<file path="src/rtl/blake2_pkg.sv">
// Shared constants and FSM state type for the BLAKE2s message feeder.
package blake2_pkg;

  localparam int BB     = 64;         // block size in bytes (BLAKE2s only)
  localparam int IDX_W  = 6;          // byte index width within a block
  localparam int LL_W   = 64;         // message length counter width
  localparam int FILL_W = IDX_W + 1;  // fill count must reach BB itself

  typedef enum logic [1:0] {
    FILL = 2'd0,  // collecting upstream bytes into the buffer
    WAIT = 2'd1,  // block closed, waiting for the hash core
    SEND = 2'd2   // streaming 64 bytes (zero padded) to the core
  } feed_state_t;

endpackage

</file>
<file path="src/rtl/blake2s_feed_buf.sv">
// 64x8 block buffer: one synchronous write port, one combinational read port.
module blake2s_feed_buf
  import blake2_pkg::*;
(
  input  logic             clk,
  input  logic             we,
  input  logic [IDX_W-1:0] waddr,
  input  logic [7:0]       wdata,
  input  logic [IDX_W-1:0] raddr,
  output logic [7:0]       rdata
);

  logic [7:0] mem [BB];

  // Capture accepted bytes at their slot in the block.
  // NOTE: storage is deliberately not reset; unwritten slots are masked to zero by the reader.
  always_ff @(posedge clk) begin
    if (we) mem[waddr] <= wdata;
  end

  assign rdata = mem[raddr];

endmodule

</file>
<file path="src/rtl/blake2s_msg_feeder.sv">
// Byte-stream to block feeder for a BLAKE2s core: buffers up to 64 bytes,
// then streams a full zero-padded block with first/last flags and length.
// Optional feature: define BLAKE2S_FEED_EMPTY_MSG_EN to add s_empty_i for
// zero-length messages. Only BB = 64 is supported.
module blake2s_msg_feeder
  import blake2_pkg::*;
#(
  parameter int BB_UNUSED_GUARD = 0,
  parameter int BB = blake2_pkg::BB
) (
  input  logic             clk,
  input  logic             nreset,        // synchronous, active-high
`ifdef BLAKE2S_FEED_EMPTY_MSG_EN
  input  logic             s_empty_i,
`endif
  input  logic             s_valid_i,
  input  logic [7:0]       s_data_i,
  input  logic             s_last_i,
  output logic             s_ready_o,
  input  logic             ready_v_i,
  output logic             data_v_o,
  output logic [IDX_W-1:0] data_idx_o,
  output logic [7:0]       data_o,
  output logic             block_first_o,
  output logic             block_last_o,
  output logic [LL_W-1:0]  ll_o
);

  feed_state_t       state;
  logic [FILL_W-1:0] fill_cnt;
  logic [LL_W-1:0]   ll_cnt;
  logic              first_armed;   // next closed block starts a message
  logic              empty_take;
  logic              accept;
  logic              close_blk;
  logic [7:0]        rd_byte;

`ifdef BLAKE2S_FEED_EMPTY_MSG_EN
  // An empty-message request only makes sense on a fresh buffer; it wins over a byte.
  assign empty_take = (state == FILL) && (fill_cnt == '0) && s_empty_i;
`else
  assign empty_take = 1'b0;
`endif

  assign s_ready_o = (state == FILL);
  assign accept    = s_valid_i && s_ready_o && !empty_take;
  assign close_blk = accept && (s_last_i || (fill_cnt == FILL_W'(BB - 1)));

  blake2s_feed_buf u_buf (
    .clk   (clk),
    .we    (accept),
    .waddr (fill_cnt[IDX_W-1:0]),
    .wdata (s_data_i),
    .raddr (data_idx_o),
    .rdata (rd_byte)
  );

  // Slots beyond the filled count are padding and read as zero.
  assign data_o = (data_v_o && ({1'b0, data_idx_o} < fill_cnt)) ? rd_byte : 8'h00;

  // Feeder FSM with registered block metadata and send strobe/index.
  // NOTE: all state here uses non-blocking assignments so every register samples pre-edge values.
  always_ff @(posedge clk) begin
    if (nreset) begin
      state         <= FILL;
      fill_cnt      <= '0;
      ll_cnt        <= '0;
      first_armed   <= 1'b1;
      data_v_o      <= 1'b0;
      data_idx_o    <= '0;
      block_first_o <= 1'b0;
      block_last_o  <= 1'b0;
      ll_o          <= '0;
    end else begin
      case (state)
        FILL: begin
          if (empty_take) begin
            state         <= WAIT;
            block_first_o <= 1'b1;
            block_last_o  <= 1'b1;
            ll_o          <= '0;
            ll_cnt        <= '0;
            first_armed   <= 1'b0;
          end else if (accept) begin
            fill_cnt <= fill_cnt + FILL_W'(1);
            ll_cnt   <= ll_cnt + LL_W'(1);
            if (close_blk) begin
              state         <= WAIT;
              block_first_o <= first_armed;
              block_last_o  <= s_last_i;
              ll_o          <= ll_cnt + LL_W'(1);
              first_armed   <= 1'b0;
            end
          end
        end
        WAIT: begin
          if (ready_v_i) begin
            state      <= SEND;
            data_v_o   <= 1'b1;
            data_idx_o <= '0;
          end
        end
        SEND: begin
          if (data_idx_o == IDX_W'(BB - 1)) begin
            state      <= FILL;
            data_v_o   <= 1'b0;
            data_idx_o <= '0;
            fill_cnt   <= '0;
            if (block_last_o) begin
              ll_cnt      <= '0;
              first_armed <= 1'b1;
            end
          end else begin
            data_idx_o <= data_idx_o + IDX_W'(1);
          end
        end
        default: state <= FILL;
      endcase
    end
  end

endmodule

</file>
<file path="config.mk">
export PLATFORM = sky130hd
export DESIGN_NAME = blake2s_msg_feeder
export DESIGN_NICKNAME = d
export VERILOG_FILES = /design/src/rtl/blake2_pkg.sv /design/src/rtl/blake2s_feed_buf.sv /design/src/rtl/blake2s_msg_feeder.sv
export SDC_FILE = /design/constraint.sdc
export NUM_CORES = 1
export LEC_CHECK = 0
export CAP_MARGIN = 20
export CORE_UTILIZATION = 61
export CTS_CLUSTER_SIZE = 25
export DETAILED_ROUTE_END_ITERATION = 8
export PLACE_DENSITY = 0.79
export REMOVE_ABC_BUFFERS = 1
export SYNTH_ARGS = -nofsm -noshare
export SYNTH_HDL_FRONTEND = slang
export SYNTH_SLANG_ARGS = --single-unit
export TNS_END_PERCENT = 1
</file>
<file path="constraint.sdc">
create_clock -name clk -period 4.4 [get_ports clk]
set_clock_uncertainty 0.2 [all_clocks]
set_input_delay 1.1 -clock clk [delete_from_list [all_inputs] [get_ports clk]]
set_output_delay 1.1 -clock clk [all_outputs]
set_load 0.02 [all_outputs]
</file>
==> results of run 1 <==
==> cell usage after synthesis, drive strengths merged (3+ instances only) <==
cell / count / share of area (%)
a211oi: 66 / 1.8
a21o: 5 / 0.14
a21oi: 82 / 1.5
a22oi: 52 / 1.4
a311oi: 16 / 0.51
a31oi: 23 / 0.52
a32oi: 3 / 0.096
a41oi: 10 / 0.32
and2: 12 / 0.27
and3: 18 / 0.41
and4: 13 / 0.42
buf: 35 / 0.57
clkbuf: 97 / 1.3
dfxtp: 153 / 11
edfxtp: 512 / 56
ha: 8 / 0.37
inv: 13 / 0.18
mux2i: 75 / 2.7
mux4: 96 / 7.9
nand2: 69 / 0.94
nand2b: 7 / 0.16
nand3: 63 / 1.1
nand3b: 7 / 0.19
nand4: 27 / 0.64
nor2: 200 / 2.7
nor2b: 14 / 0.32
nor3: 23 / 0.44
nor3b: 6 / 0.16
nor4: 19 / 0.53
o21ai: 47 / 0.86
o22ai: 11 / 0.25
or2: 3 / 0.068
or3: 29 / 0.66
or4: 3 / 0.096
xnor2: 30 / 0.96
xor2: 38 / 1.2
==> final cells by class <==
class,instances,area (sq um),share of cell area [%]
Clock buffer,83,1810,5.69
Clock inverter,36,328,1.03
Inverter,13,48.8,0.153
Multi-Input combinational cell,1102,8490,26.7
Sequential cell,665,18400,58.0
Tap cell,592,741,2.33
Timing Repair Buffer,215,1940,6.09
==> metrics by stage <==
stage                     hold WS, ps  TNS, ps  area, sq um
after detailed placement          260        0        29500
after global placement            251        0        29500
after global routing              289     -103        31800
after floorplan                   226  -198510        26900
after CTS                         269     -330        31700
final                             269    -16.8        31800
==> state kept, by name (all words and copies together), names as in the netlist, named ones only <==
register / count
block_first_o: 1
block_last_o: 1
data_idx_o: 6
data_v_o: 1
fill_cnt: 7
first_armed: 1
ll_cnt: 64
ll_o: 64
state: 2
u_buf.mem: 512
==> worst max path at each step <==
stage / endpoint / slack (ps) / cells past startpoint
after floorplan: data_o[1] / -3220 / 6
after global placement: data_o[1] / 170 / 7
after detailed placement: data_o[1] / 100 / 7
after CTS: data_o[5] / -240 / 7
after global routing: data_o[1] / -100 / 7
final: data_o[1] / -20 / 7
==> report_power, final <==
| part | switching, mW | leakage (nW) | internal [mW] | total (mW) |
|---|---|---|---|---|
| sequential | 0.0409 | 5.85 | 6.81 | 6.85 |
| combinational | 0.424 | 3.12 | 0.255 | 0.679 |
| clock | 2.38 | 1.05 | 3.22 | 5.60 |
| total | 2.84 | 10.0 | 10.3 | 13.1 |
==> metal layers <==
metal | GRT usage, % | share of wire, %
met3 | 5.19 | 8.6
met1 | 39.3 | 38
met2 | 49.5 | 49
met5 | 0 | 0
met4 | 13.2 | 4.3
==> worst register-to-register path: stages (launching register included) <==
cell     delay [ps]
dfxtp_1         440
ha_1            300
nand3_1         160
nor4_2          270
buf_4           270
and4_1          720
nand4_1         280
or3_1           360
a21oi_1         150
==> kinds of logic after synthesis <==
logic type	after synthesis	share of synthesized area [%]
compound gates	337	8.16
xor+xnor	68	2.17
fa+ha+maj	8	0.365
buf+inv	145	2.07
flops	665	67.2
mux	172	10.7
simple gates	517	9.33
==> repair_timing <==
action	in CTS	in global routing
gates cloned	0	0
endpoints found under the setup margin	8	8
gates resized for setup	13	24
setup buffers	7	0
hold buffers	0	0
endpoints found under the hold margin	0	0
==> flow_metrics.env, run 1 <==
export IMPL_cts_tree="built"
export IMPL_wirelength_microns=68400
export IMPL_rsz0062_at_grt="yes"
export IMPL_worstPathRequired_ps=3100
export IMPL_drive_above_1_share_pct=17.4
export IMPL_grt_antenna_before_repair=0
export IMPL_cts_sinks=665
export IMPL_max_slew_worst_pin_slew_ps=1140
export IMPL_cp_top_family="compound AO/OA/AOI/OAI gates"
export IMPL_grt_total_usage_pct=30.0
export IMPL_fmax_mhz=226
export IMPL_drv_cap=0
export IMPL_setup_viol=1
export IMPL_reg2reg_depth=8
export IMPL_relSlewSlack_pct=24.0
export IMPL_portBuffers=94
export IMPL_dieHeight_microns=214
export IMPL_ys_ff_latch=665
export IMPL_grt_max_degree=89
export IMPL_initial_core_util_pct=61.9
export IMPL_cts_buffer_depth=3
export IMPL_drtPass1Iterations=8
export IMPL_hold_depth=2
export IMPL_min_to="block_first_o$_SDFFE_PP0P_"
export IMPL_insertedDiodeCount=0
export IMPL_netlist_area_sq_um=27400
export IMPL_place_congestion=0.888
export IMPL_power_total_mw=13.1
export IMPL_fill_cells=2756
export IMPL_io_pins=95
export IMPL_hold_path_startpoint="first_armed$_SDFFE_PP1P_"
export IMPL_fp_dieArea_sq_um=45800
export IMPL_first_global_vias=17465
export IMPL_ys_warn_count=0
export IMPL_synth_seq_area_share_pct=67.2
export IMPL_syn_avg_cell_area_sq_um=14.3
export IMPL_area_delta_synth_final_pct=16.0
export IMPL_drt_initial_drc_count=2102
export IMPL_worst_setup_path_end_kind="output port"
export IMPL_layout_min_cycle_time_ps=4420
export IMPL_setup_ws_ps=-16.8
export IMPL_cts_root_buf="clkbuf_16"
export IMPL_rr_endpoint="ll_cnt[62]$_SDFFE_PP0P_"
export IMPL_worst_setup_path_type="reg -> out"
export IMPL_synth_cell_type_count=63
export IMPL_post_route_period_util_pct=100
export IMPL_p_leak_nw=10.0
export IMPL_layout_common_cells="edfxtp_1, nor2_1, dfxtp_1"
export IMPL_num_rows=77
export IMPL_timing_rr_start="ll_cnt[0]$_SDFFE_PP0P_"
export IMPL_wl_per_cell_microns=25.3
export IMPL_postSynthCellCount=1912
export IMPL_critPathArrivalTime_ps=3120
export IMPL_max_vdd_ir_drop_uv=381
export IMPL_drv_slew=0
export IMPL_critPathMostFrequentCell="a211oi_1"
export IMPL_cpPeakStageDelay_ps=550
export IMPL_fin_cells=2706
export IMPL_numCtsBuffers=68
export IMPL_synth_ff_type="edfxtp_1"
export IMPL_globalRouteOverflowTotal=0
export IMPL_grt_pass1_wl_microns=104000
export IMPL_hpwl_microns=42500
export IMPL_final_util_pct=71.8
export IMPL_clk_pin_slew_ps=60
export IMPL_synth_edf_count=512
export IMPL_startpoint_type="flop"
export IMPL_worstPathCellList="buf_16, mux4_2, a22oi_2, a21oi_1, a211oi_1, a211oi_1, dlygate4sd2_1"
export IMPL_dieWidth_microns=214
export IMPL_cp_slowest_cell="mux4_2"
export IMPL_ys_async_sr_fraction_pct=0
export IMPL_outcome="complete, but fails checks"
export IMPL_path_max_fanout=29
export IMPL_finalNetCount=2086
export IMPL_place_ws_ps=99.3
export IMPL_core_area_sq_um=44300
export IMPL_vias=17946
export IMPL_hold_class="reg -> reg"
export IMPL_dp_cells=2577
export IMPL_violations="setup timing"
export IMPL_finalHoldViolations=0
export IMPL_vias_per_cell=6.63
export IMPL_clk_latency_ps=610
export IMPL_rrSetupSlack_ps=1170
export IMPL_ant_nets=0
export IMPL_p_per_area_nw_per_um2=413
export IMPL_htreeDepth=3
export IMPL_drc=0
export IMPL_worst_path_buf_inv=2
export IMPL_final_common_cell="edfxtp_1"
Power figures use the tool's default switching activity.
==> inputs of run 2 (changes only) <==
- SLEW_MARGIN: default -> 10
==> flow_metrics.env, run 2 (same netlist as run 1, synthesis figures left out) <==
export IMPL_clk_latency_ps=610
export IMPL_setup_ws_ps=-16.8
export IMPL_setup_viol=1
export IMPL_grt_total_usage_pct=30.0
export IMPL_fill_cells=2756
export IMPL_startpoint_type="flop"
export IMPL_drt_initial_drc_count=2102
export IMPL_largest_register="u_buf.mem"
export IMPL_cp_endpoint="data_o[1]"
export IMPL_critPathMostFrequentCell="a211oi_1"
export IMPL_hold_depth=2
export IMPL_critPathArrivalTime_ps=3120
export IMPL_cts_sinks=665
export IMPL_finalHoldViolations=0
export IMPL_place_ws_ps=99.3
export IMPL_hold_class="reg -> reg"
export IMPL_numCtsBuffers=68
export IMPL_worst_setup_path_type="reg -> out"
export IMPL_fp_dieArea_sq_um=45800
export IMPL_ant_nets=0
export IMPL_switchingPower_mw=2.84
export IMPL_cts_buffer_depth=3
export IMPL_grt_max_degree=89
export IMPL_io_pins=95
export IMPL_timing_rr_start="ll_cnt[0]$_SDFFE_PP0P_"
export IMPL_stdcell_area_sq_um=31800
export IMPL_area_delta_synth_final_pct=16.0
export IMPL_worstPathCellList="buf_16, mux4_2, a22oi_2, a21oi_1, a211oi_1, a211oi_1, dlygate4sd2_1"
export IMPL_drv_cap=0
export IMPL_p_clk_share_pct=42.7
export IMPL_p_sw_share_pct=21.6
export IMPL_cp_top_family="compound AO/OA/AOI/OAI gates"
export IMPL_initial_core_util_pct=61.9
export IMPL_core_area_sq_um=44300
export IMPL_final_common_cell="edfxtp_1"
export IMPL_final_util_pct=71.8
export IMPL_relSlewSlack_pct=24.0
export IMPL_rr_endpoint="ll_cnt[62]$_SDFFE_PP0P_"
export IMPL_vias_per_cell=6.63
export IMPL_place_congestion=0.888
export IMPL_hpwl_microns=42500
export IMPL_p_per_area_nw_per_um2=413
export IMPL_clk_pin_slew_ps=60
export IMPL_rrSetupSlack_ps=1170
export IMPL_dpl_cell_area_sq_um=29500
export IMPL_path_max_fanout=29
export IMPL_p_leak_nw=10.0
export IMPL_grt_antenna_before_repair=0
export IMPL_worst_path_stages=7
export IMPL_drive_above_1_share_pct=17.4
export IMPL_outcome="complete, but fails checks"
export IMPL_cp_slowest_cell="mux4_2"
export IMPL_globalRouteOverflowTotal=0
export IMPL_worstPathRequired_ps=3100
export IMPL_vias=17946
export IMPL_drv_slew=0
export IMPL_htreeDepth=3
export IMPL_violations="setup timing"
export IMPL_cts_tree="built"
export IMPL_p_int_mw=10.3
export IMPL_wirelength_microns=68400
export IMPL_cts_root_buf="clkbuf_16"
export IMPL_portBuffers=94
export IMPL_seqPwrFrac_pct=52.2
export IMPL_dieHeight_microns=214
export IMPL_post_route_period_util_pct=100
export IMPL_reg2reg_depth=8
export IMPL_first_global_vias=17465
export IMPL_finalNetCount=2086
export IMPL_layout_common_cells="edfxtp_1, nor2_1, dfxtp_1"
export IMPL_wl_per_cell_microns=25.3
export IMPL_max_slew_worst_pin_slew_ps=1140
export IMPL_max_vdd_ir_drop_uv=381
export IMPL_drtPass1Iterations=8
export IMPL_dieWidth_microns=214
export IMPL_ctsHoldBuffers=0
export IMPL_worst_setup_path_end_kind="output port"
export IMPL_layout_min_cycle_time_ps=4420
export IMPL_layout_top_registers="u_buf.mem (512), ll_cnt (64), ll_o (64)"
export IMPL_cpPeakStageDelay_ps=550
export IMPL_largest_reg_flops=512
export IMPL_grt_pass1_wl_microns=104000
export IMPL_insertedDiodeCount=0
export IMPL_num_rows=77
export IMPL_fmax_mhz=226
export IMPL_pwr_share_comb_pct=5.2
export IMPL_worst_path_buf_inv=2
export IMPL_drc=0
export IMPL_rsz0062_at_grt="yes"
run 2: cell counts in the layout (fill, tap and decap cells not counted):
Identical to the previous run, type by type.
run 2: timing repair:
| action | 4_1_cts | 5_1_grt |
|---|---|---|
| setup endpoints to repair | 8 | 8 |
| hold endpoints to repair | 0 | 0 |
| setup buffers | 7 | 0 |
| gates resized for setup | 13 | 24 |
run 2: power groups by stage:
| stage | Clock, mW | Sequential (mW) | Combinational, mW |
|---|---|---|---|
| after floorplan | 0 | 7.05 | 0.285 |
| after global placement | 0 | 6.99 | 0.622 |
| after detailed placement | 0 | 6.99 | 0.644 |
| after CTS | 5.64 | 6.85 | 0.666 |
| after global routing | 5.87 | 6.85 | 0.720 |
| final | 5.60 | 6.85 | 0.679 |
run 2: area by class of cell:
| cell class | instances | area (sq um) | share of cell area (%) |
|---|---|---|---|
| Multi-Input combinational cell | 1102 | 8490 | 26.7 |
| Inverter | 13 | 48.8 | 0.153 |
| Clock inverter | 36 | 328 | 1.03 |
| Sequential cell | 665 | 18400 | 58.0 |
| Tap cell | 592 | 741 | 2.33 |
| Clock buffer | 83 | 1810 | 5.69 |
| Timing Repair Buffer | 215 | 1940 | 6.09 |
run 2: worst min path at each step:
| stage | startpoint | to | slack [ps] |
|---|---|---|---|
| after detailed placement | first_armed$_SDFFE_PP1P_ | block_first_o$_SDFFE_PP0P_ | 260 |
| after global routing | first_armed$_SDFFE_PP1P_ | block_first_o$_SDFFE_PP0P_ | 290 |
| after global placement | first_armed$_SDFFE_PP1P_ | block_first_o$_SDFFE_PP0P_ | 250 |
| after floorplan | first_armed$_SDFFE_PP1P_ | block_first_o$_SDFFE_PP0P_ | 230 |
| final | first_armed$_SDFFE_PP1P_ | block_first_o$_SDFFE_PP0P_ | 270 |
| after CTS | first_armed$_SDFFE_PP1P_ | block_first_o$_SDFFE_PP0P_ | 270 |
run 2: tightest hold or removal path, cell delays in order, from the launching register on:
cell,delay [ps]
dfxtp_1,320
nand2_1,60
a21oi_1,50
run 2: layer usage:
layer  wire (microns)  share of wire [%]  GRT usage, %  up-vias
li1                 -                  -             -     7771
met5                0                  0             0        -
met1            26000                 38          39.3     8889
met3             5880                8.6          5.19      212
met2            33600                 49          49.5     1074
met4             2970                4.3          13.2        0
run 2: per-stage QoR:
stage	setup TNS (ps)	hold WS, ps	cells	power [mW]
2_1_floorplan	-198510	226	1780	7.34
3_3_place_gp	0	251	2576	7.61
3_5_place_dp	0	260	2577	7.64
4_1_cts	-330	269	2703	13.2
5_1_grt	-103	289	2706	13.4
6_report	-16.8	269	2706	13.1
==> inputs of run 3 (changes only) <==
- SYNTH_HIERARCHICAL: default -> 1
==> flow_metrics.env, run 3 <==
export IMPL_hold_class="reg -> reg"
export IMPL_clk_latency_ps=590
export IMPL_layout_common_cells="edfxtp_1, nor2_1, dfxtp_1"
export IMPL_critPathArrivalTime_ps=3080
export IMPL_hold_ws_ps=258
export IMPL_wirelength_microns=72100
export IMPL_critPathLaunch="data_idx_o[0]$_SDFFE_PP0P_"
export IMPL_place_congestion=0.879
export IMPL_yosysMostFrequentCell="edfxtp_1"
export IMPL_yosysTopAreaCell="edfxtp_1"
export IMPL_drc=0
export IMPL_drt_initial_drc_count=2415
export IMPL_post_route_period_util_pct=99.5
export IMPL_place_ws_ps=-43.1
export IMPL_cts_root_buf="clkbuf_16"
export IMPL_cp_top_family="buffers and inverters"
export IMPL_synth_top_area_share_pct=55.0
export IMPL_grt_pass1_wl_microns=107000
export IMPL_path_max_fanout=8
export IMPL_drv_slew=0
export IMPL_ys_warn_count=6
export IMPL_ys_async_sr_fraction_pct=0
export IMPL_drtPass1Iterations=7
export IMPL_dieWidth_microns=216
export IMPL_postSynthCellCount=1907
export IMPL_synth_seq_area_share_pct=65.5
export IMPL_cts_buffer_depth=3
export IMPL_layout_min_cycle_time_ps=4380
export IMPL_portBuffers=94
export IMPL_worstPathRequired_ps=3100
export IMPL_largest_reg_flops=512
export IMPL_outcome="finished clean"
export IMPL_worst_setup_path_end_kind="output port"
export IMPL_dieHeight_microns=216
export IMPL_synth_cell_type_count=78
export IMPL_p_per_area_nw_per_um2=405
export IMPL_fp_dieArea_sq_um=46700
export IMPL_dp_cells=2566
export IMPL_numCtsBuffers=66
export IMPL_wl_per_cell_microns=26.6
export IMPL_initial_core_util_pct=61.8
export IMPL_stdcell_area_sq_um=32700
export IMPL_cpPeakStageDelay_ps=480
export IMPL_hpwl_microns=41800
export IMPL_first_global_vias=17922
export IMPL_worst_path_buf_inv=6
export IMPL_vias=18518
export IMPL_core_area_sq_um=45300
export IMPL_netlist_area_sq_um=28000
export IMPL_fin_cells=2708
export IMPL_cp_slowest_cell="mux4_2"
export IMPL_cts_tree="built"
export IMPL_insertedDiodeCount=0
export IMPL_vias_per_cell=6.84
export IMPL_fmax_mhz=228
export IMPL_yosys_top_cells_area="edfxtp_1, dfxtp_1, mux4_2"
export IMPL_layout_top_registers="u_buf/mem (512), ll_cnt (64), ll_o (64)"
export IMPL_ys_ff_latch=659
export IMPL_final_common_cell="edfxtp_1"
export IMPL_cts_sinks=659
export IMPL_synth_edf_count=512
export IMPL_clk_pin_slew_ps=60
export IMPL_max_slew_worst_pin_slew_ps=1130
export IMPL_htreeDepth=3
export IMPL_area_delta_synth_final_pct=16.9
export IMPL_worstPathCellList="buf_12, buf_16, buf_12, buf_4, mux4_2, mux2i_1, nand3_1, nand3_1, o32ai_4, inv_1, a211oi_2, buf_4"
export IMPL_ant_nets=0
export IMPL_num_rows=78
export IMPL_grt_total_usage_pct=30.4
export IMPL_drive_above_1_share_pct=21.3
export IMPL_synth_ff_type="edfxtp_1"
export IMPL_ctsHoldBuffers=0
export IMPL_drv_cap=0
export IMPL_grt_antenna_before_repair=0
export IMPL_timing_rr_start="state[0]$_SDFFE_PP0P_"
export IMPL_largest_register="u_buf/mem"
export IMPL_startpoint_type="flop"
export IMPL_fill_cells=2698
export IMPL_rsz0062_at_grt="yes"
export IMPL_ys_top_cells_by_count="edfxtp_1, nor2_1, dfxtp_1"
export IMPL_p_leak_nw=10.2
export IMPL_fin_setup_tns_ps=0
export IMPL_worst_setup_path_type="reg -> out"
export IMPL_hold_path_startpoint="block_first_o$_SDFFE_PP0P_"
export IMPL_setup_ws_ps=23.3
export IMPL_grt_max_degree=84
export IMPL_syn_avg_cell_area_sq_um=14.7
export IMPL_dpl_cell_area_sq_um=29900
export IMPL_io_pins=95
export IMPL_max_vdd_ir_drop_uv=377
export IMPL_finalNetCount=2077
export IMPL_globalRouteOverflowTotal=0
export IMPL_relSlewSlack_pct=24.4
export IMPL_finalHoldViolations=0
export IMPL_setup_viol=0
==> run 3: changes by cell type after synthesis, sizes merged, moves of 19 or more <==
cell and change:
a211oi -26, a22oi -45, buf +25, clkbuf -19, mux2i -51, mux4 +30
nor2 -20
==> run 3: kinds of logic after synthesis <==
logic type	Yosys count	share of synthesized area [%]
flip-flops	659	65.5
AND/OR/NAND/NOR	528	10.2
AO/OA/AOI/OAI	346	8.38
multiplexers	163	11.5
buffers and inverters	161	2.73
XOR/XNOR	42	1.32
adder cells (fa/ha/maj)	8	0.358
==> run 3: stage by stage <==
stage,util [%],power (mW)
after global routing,72.2,13.6
after detailed placement,66.0,7.63
after floorplan,-,7.31
after global placement,65.9,7.61
after CTS,71.4,13.2
final,72.2,13.2
==> run 3: power breakdown <==
group	total [mW]	switching (mW)	internal [mW]
combinational	0.787	0.471	0.316
clock	5.67	2.36	3.31
sequential	6.79	0.0379	6.75
total	13.2	2.87	10.4
==> run 3: worst paths after layout <==
path                           endpoint  slack, ps  cells past startpoint
min reg2reg  block_first_o$_SDFFE_PP0P_        260                      2
max reg2reg  u_buf/mem[38][1]$_DFFE_PP_       1000                      6
max                           data_o[6]         20                     12
min          block_first_o$_SDFFE_PP0P_        260                      2
==> run 3: metal layers <==
layer  GRT usage (%)  up-vias  wire (microns)
met1            40.1     9218           26200
li1                -     7881               -
met3            5.80      219            6840
met4            14.9        0            3180
met5               0        -               0
met2            49.0     1200           35900
==> run 3: worst reg2reg max path, cell delays in order (launching register included) <==
cell,delay [ps]
dfxtp_1,420
nor2_1,220
nand2_2,90
inv_2,200
nor2b_1,310
nand3_1,530
nor2_1,1060
==> run 3: cell type report <==
class                           instances  area, sq um  area share, %
Clock buffer                           82         1830           5.58
Clock inverter                         38          347           1.06
Timing Repair Buffer                  219         2270           6.93
Tap cell                              600          751           2.30
Sequential cell                       659        18300           56.1
Inverter                               23         86.3          0.264
Multi-Input combinational cell       1087         9090           27.8
==> run 3: timing repair <==
action,CTS,global route
resized for setup,68,35
buffers inserted,12,3
endpoints found under the setup margin,8,8
gates cloned,2,1
pin swaps,3,8
